==> src/rtl/mycpu_id_stage.sv <==
// Instruction-decode stage: holds one instruction, resolves operands
// through the ES/MS/WS bypass network and stalls on load-use hazards.
module mycpu_id_stage #(
  parameter int DATA_WIDTH = 32,
  parameter int ADDR_WIDTH = 5
) (
  input  logic                  clk,
  input  logic                  rst,
  input  logic                  fs_valid,
  input  logic [DATA_WIDTH-1:0] fs_inst,
  input  logic [DATA_WIDTH-1:0] fs_pc,
  output logic                  ds_allowin,
  output logic [ADDR_WIDTH-1:0] rf_raddr1,
  output logic [ADDR_WIDTH-1:0] rf_raddr2,
  input  logic [DATA_WIDTH-1:0] rf_rdata1,
  input  logic [DATA_WIDTH-1:0] rf_rdata2,
  input  logic                  es_fwd_valid,
  input  logic [ADDR_WIDTH-1:0] es_fwd_waddr,
  input  logic [DATA_WIDTH-1:0] es_fwd_wdata,
  input  logic                  es_is_load,
  input  logic                  ms_fwd_valid,
  input  logic [ADDR_WIDTH-1:0] ms_fwd_waddr,
  input  logic [DATA_WIDTH-1:0] ms_fwd_wdata,
  input  logic                  ws_wen,
  input  logic [ADDR_WIDTH-1:0] ws_waddr,
  input  logic [DATA_WIDTH-1:0] ws_wdata,
  input  logic                  es_allowin,
  input  logic                  flush,
  output logic                  ds_to_es_valid,
  output logic [DATA_WIDTH-1:0] ds_pc,
  output logic [DATA_WIDTH-1:0] ds_inst,
  output logic [DATA_WIDTH-1:0] ds_src1,
  output logic [DATA_WIDTH-1:0] ds_src2,
  output logic [ADDR_WIDTH-1:0] ds_dest
);

  logic                  ds_valid_q, ds_valid_d;
  logic [DATA_WIDTH-1:0] ds_inst_q, ds_inst_d;
  logic [DATA_WIDTH-1:0] ds_pc_q, ds_pc_d;
  logic                  ds_ready_go;
  logic                  es_hit1, es_hit2;
  logic [5:0]            opcode;

  function automatic logic [DATA_WIDTH-1:0] fwd(
    input logic [ADDR_WIDTH-1:0] a,
    input logic [DATA_WIDTH-1:0] rf
  );
    if (a == '0)
      fwd = '0;
    else if (es_fwd_valid && es_fwd_waddr == a)
      fwd = es_fwd_wdata;
    else if (ms_fwd_valid && ms_fwd_waddr == a)
      fwd = ms_fwd_wdata;
    else if (ws_wen && ws_waddr == a)
      fwd = ws_wdata;
    else
      fwd = rf;
  endfunction

  assign opcode    = ds_inst_q[31:26];
  assign rf_raddr1 = ADDR_WIDTH'(ds_inst_q[25:21]);
  assign rf_raddr2 = ADDR_WIDTH'(ds_inst_q[20:16]);

  assign ds_src1 = fwd(rf_raddr1, rf_rdata1);
  assign ds_src2 = fwd(rf_raddr2, rf_rdata2);

  // A load still in ES has no data yet; r0 never creates a hazard.
  assign es_hit1 = (rf_raddr1 != '0) && (es_fwd_waddr == rf_raddr1);
  assign es_hit2 = (rf_raddr2 != '0) && (es_fwd_waddr == rf_raddr2);
  assign ds_ready_go =
    !(es_fwd_valid && es_is_load && (es_hit1 || es_hit2));

  assign ds_allowin     = !ds_valid_q || (ds_ready_go && es_allowin);
  assign ds_to_es_valid = ds_valid_q && ds_ready_go && !flush;

  always_comb begin
    ds_dest = ADDR_WIDTH'(ds_inst_q[20:16]);
    if (opcode == 6'h00)
      ds_dest = ADDR_WIDTH'(ds_inst_q[15:11]);
    else if (opcode == 6'h03)
      ds_dest = ADDR_WIDTH'(31);
  end

  assign ds_pc   = ds_pc_q;
  assign ds_inst = ds_inst_q;

  always_comb begin
    ds_valid_d = ds_valid_q;
    ds_inst_d  = ds_inst_q;
    ds_pc_d    = ds_pc_q;
    if (flush)
      ds_valid_d = 1'b0;
    else if (ds_allowin)
      ds_valid_d = fs_valid;
    if (fs_valid && ds_allowin && !flush) begin
      ds_inst_d = fs_inst;
      ds_pc_d   = fs_pc;
    end
  end

  always_ff @(posedge clk or negedge rst) begin
    if (!rst) begin
      ds_valid_q <= 1'b0;
      ds_inst_q  <= '0;
      ds_pc_q    <= '0;
    end else begin
      ds_valid_q <= ds_valid_d;
      ds_inst_q  <= ds_inst_d;
      ds_pc_q    <= ds_pc_d;
    end
  end

endmodule

==> config.mk <==
export PLATFORM = sky130hd
export DESIGN_NAME = mycpu_id_stage
export DESIGN_NICKNAME = d
export VERILOG_FILES = /design/src/rtl/mycpu_id_stage.sv
export SDC_FILE = /design/constraint.sdc
export NUM_CORES = 1
export LEC_CHECK = 0
export ABC_AREA = 1
export CORE_AREA = 2 2 153 155
export DETAILED_ROUTE_END_ITERATION = 10
export DIE_AREA = 0 0 155 157
export PLACE_DENSITY_LB_ADDON = 0.1
export SLEW_MARGIN = 20
export SYNTH_ARGS = -nofsm -noshare
export SYNTH_HDL_FRONTEND = slang
export SYNTH_SLANG_ARGS = --single-unit
==> constraint.sdc <==
create_clock -name clk -period 5.61 [get_ports clk]
set_input_delay 1.4025 -clock clk [delete_from_list [all_inputs] [get_ports clk]]
set_output_delay 1.4025 -clock clk [all_outputs]
set_load 0.02 [all_outputs]
Word-level counts from Yosys, hierarchy flattened
Cells that the tools add are included.
Widths: inputs -> output; s select.

storage, ports and cells
  register bits = 65
  output and inout bits = 145
  logic and storage cells = 48

operators by class
  eq/ne operators = 7
  muxes and demuxes = 12
  reductions and logical operators = 26

operators with widths
  cell                count
  $mux 32             8
  $eq 5x5->1          6
  $logic_and 1x1->1   15
  $logic_not 5->1     2
  $mux 5              2
  $reduce_bool 5->1   2
  $eq 6x2->1 const B  1
  $logic_not 6->1     1
  $logic_not 1->1     3
  $logic_or 1x1->1    2
  $mux 1              2
  $reduce_bool 2->1   1

Logic depth before layout (Yosys ltp)
  word-level depth = 9
  gate-level depth with buffers = 14
  mapped depth without buffers = 12

Worst setup path after synthesis
Ideal clock, no wire load.

  path type = input port to output port
  start point = in ws_waddr[0]
  end point = out ds_src1[10]
  arrival = 2.582 ns
  data required time = 4.208 ns
  path slack = 1.626 ns
  stages = 10
  path buffers = 1
  cells stage by stage = inv_1 -> nor2_1 -> nor3_2 -> nand3_1 -> buf_2 -> nand2_1 -> nand3_1 -> nand3_1 -> nand3_1 -> inv_1

between the ends
  cells in the longest elaborated chain, start to end = 6

RTL lines
  item               line  text
  start, declared    25    input logic [ADDR_WIDTH-1:0] ws_waddr,
  $eq 5x5->1         54    else if (ws_wen && ws_waddr == a)
  $logic_and 1x1->1  54
  $mux 32            54
  $mux 32            52    else if (ms_fwd_valid && ms_fwd_waddr == a)
  $mux 32            50    else if (es_fwd_valid && es_fwd_waddr == a)
  $mux 32            48    if (a == '0)
  end, declared      32    output logic [DATA_WIDTH-1:0] ds_src1,

No other way between the ends.

Final worst setup path
  start point = in es_fwd_waddr[4]
  end point = out ds_src1[6]

between the ends
  cells in the longest elaborated chain, start to end = 4

RTL lines
  item               line  text
  start, declared    18    input logic [ADDR_WIDTH-1:0] es_fwd_waddr,
  $eq 5x5->1         50
  $logic_and 1x1->1  50
  $mux 32            50
  $mux 32            48

No other way between the ends.

==> impl_metrics.csv <==
group,metric,value,unit
yosys,async_reset_ff_frac,1.000,
placement,routabilityCongestion,0.8910,
timing,grt_setup_unrepaired,"no",
detailed_routing,dr_total_vias,8742,
floorplanning,start_util,0.2901,
detailed_routing,firstDrtPassIters,5,
floorplanning,rows,55,
final_layout,syn2layout_area_growth,68.77,%
timing,slew_violations,0,
detailed_routing,vias_per_cell,4.993,
yosys,synth_top_area_frac,0.2492,
floorplanning,core_area,22500,µm²
timing,fmax,0.1922,GHz
yosys,ys_types,28,
setup_path,end_kind,"primary output",
yosys,yosys-top-cells-area,"dfrtp_1, nand3_1, nand2_1, inv_1, nand4_1",
yosys,syn_avg_cell_area,5.797,µm²
clock_tree,cts_hold_buf,0,
global_route,grt_pass1_wl,49890,µm
global_route,antenna_found_initial,2,
run,cap_violations,0,
timing,fin_tns_setup,0,ns
placement,hpwlAfterDp,23980,µm
detailed_routing,wirelength,33050,µm
yosys,syn_inst,1126,
timing,period_needed,5.203,ns
setup_path,crit_chain,"clkdlybuf4s50_1 > xor2_1 > nor2_1 > nand4_2 > buf_4 > or2_2 > nand3_1 > inv_1 > clkdlybuf4s50_1",
setup_path,critical_path_class,"input pin to primary output",
detailed_routing,drt_iter0_drc,535,
floorplanning,die_height,157,µm
yosys,syn_nets,1374,
placement,placement.io_buffers,392,
timing,holdWs,0.4675,ns
yosys,synthFlopType,"dfrtp_1",
yosys,synth_seq_cells,65,
floorplanning,die_w,155,µm
clock_tree,htreeDepth,3,
outcome,outcome,"finished clean",
global_route,grt_max_degree,65,
detailed_routing,wl_per_cell,18.87,µm
pwr,powerDensity,236.7,nW/µm²
timing,tightest_slew,0.7291,ns
final_layout,nNetsFinal,1708,
yosys,synth_commonest_cells,"nand2_1, nand3_1, inv_1, nand4_1, dfrtp_1",
setup_path,critPathLaunchType,"input pin",
setup_path,reg2reg_depth,12,
clock_tree,cts_tree,"done",
clock_tree,clock_sinks,65,
setup_path,cp_common_cell,"clkdlybuf4s50_1",
floorplanning,die_area,24340,µm²
setup_path,crit_required,4.21,ns
global_route,grt_remaining_overflow,0,
yosys,synth_most_common_cell,"nand2_1",
clock_tree,ctsResizeCount,0,
yosys,synth-warning-count,0,
timing,finalCritPeriodShare,0.9274,
clock_tree,insertion_delay,0.34,ns
yosys,synth_area,6528,µm²
clock_tree,cts_root_buf,"clkbuf_16",
floorplanning,ioPinCount,393,
setup_path,cp_max_fo,64,
detailed_routing,final_antenna_net_count,0,
clock_tree,path_clk_slew,0.05,ns
pwr,irDropWorstVdd,0.1570,mV
detailed_routing,drc,0,
yosys,synth_edf_count,0,
global_route,grt_pass1_vias,8671,
yosys,ys_seq_area_frac,0.2492,
timing,finalClockSkew,0.01162,ns
timing,setup_viol,0,
hold_path,worstHoldPathCells,2,
hold_path,hold_path_class,"register to register",
global_route,globalRouteTotalUtil,0.2633,
timing,slew_headroom,0.5139,
pwr,p_leak,5.556,nW
clock_tree,clock_path_buffers,2,
setup_path,critical_path_arrival,3.80,ns
final_layout,layout-drive-gt1-share,0.06553,
clock_tree,cts_buffers,9,
clock_tree,post_cts_buffers,0,
setup_path,slowest_stage,"clkdlybuf4s50_1",
timing,hold_viol_final,0,
yosys,yosysTopAreaCell,"dfrtp_1",
setup_path,slowest_delay,0.64,ns
[per-layer routing]
metal | share of wire | vias up | global-route usage
met5 | 0.00036 | - | 0
met4 | 0.022 | 2 | 0.07584
met3 | 0.097 | 48 | 0.06718
met2 | 0.48 | 432 | 0.4597
met1 | 0.40 | 3995 | 0.3202
li1 | - | 4265 | -
[power breakdown]
group	internal (mW)	switching [mW]	leakage (nW)
combinational	0.596	0.734	4.58
clock	0.439	0.228	0.168
sequential	0.537	0.0729	0.805
total	1.57	1.03	5.56
[final cells by class]
cell class / count / area, µm²
Antenna cell: 1 / 2.502
Fill cell: 2321 / 11490
Clock inverter: 7 / 126.4
Multi-Input combinational cell: 750 / 3697
Inverter: 218 / 818.3
Tap cell: 285 / 356.6
Timing Repair Buffer: 416 / 4164
Sequential cell: 65 / 1627
Clock buffer: 9 / 225.2
[stage by stage]
step	cells	cell area [µm²]	setup slack, ns	total power [mW]	utilization
2_1_floorplan	1126	6528	1.626	1.243	-
3_3_place_gp	1734	10660	0.4578	1.944	0.4737
3_5_place_dp	1734	10660	0.4323	1.945	0.4737
4_1_cts	1750	11010	0.4347	2.627	0.4894
5_1_grt	1751	11020	0.2549	2.755	0.4896
6_report	1751	11020	0.4073	2.607	0.4896
[cell families (layout without fill, tap and decap cells)]
| group | after synthesis | after routing | share of synthesized area |
|---|---|---|---|
| and+or+nand+nor | 689 | 689 | 0.5016 |
| buffers and inverters | 311 | 650 | 0.1974 |
| DFF | 65 | 65 | 0.2492 |
| AOI/OAI and AO/OA | 57 | 57 | 0.04639 |
| xor gates and xnor gates | 4 | 4 | 0.005368 |
| other | 0 | 1 | 0 |
[path summary, 6_finish.rpt]
kind	slack (ns)	from	end
max	0.41	es_fwd_waddr[4]	ds_src1[6]
max reg2reg	2.36	ds_inst[17]	ds_pc[0]
min	0.47	ds_inst[0]	ds_inst[0]
max in group asynchronous	3.73	rst	ds_inst[11]
min in group asynchronous	1.06	rst	ds_pc[13]
min reg2reg	0.47	ds_inst[0]	ds_inst[0]
[state kept, by name, summed over array words and instances (netlist names)]
name	cells
ds_pc	32
ds_valid_q	1
ds_inst	32
[cells in the final DEF (no fill, tap or decap), types with 9 or more instances in the layout]
| cell | instances |
|---|---|
| clkdlybuf4s50_1 | 391 |
| nand2_1 | 297 |
| nand4_1 | 99 |
| nor2_1 | 15 |
| clkbuf_16 | 9 |
| dfrtp_1 | 65 |
| inv_1 | 213 |
| nand3_1 | 227 |
| buf_4 | 20 |
| or2_2 | 32 |
| o21ai_0 | 37 |
[critical path, delay by kind of cell]
kind	cells	cell delay [ns]
xor gates and xnor gates	1	0.15
buffers and inverters	4	1.75
and+or+nand+nor	4	0.43
Note: power is estimated with default switching activity, not from simulation.
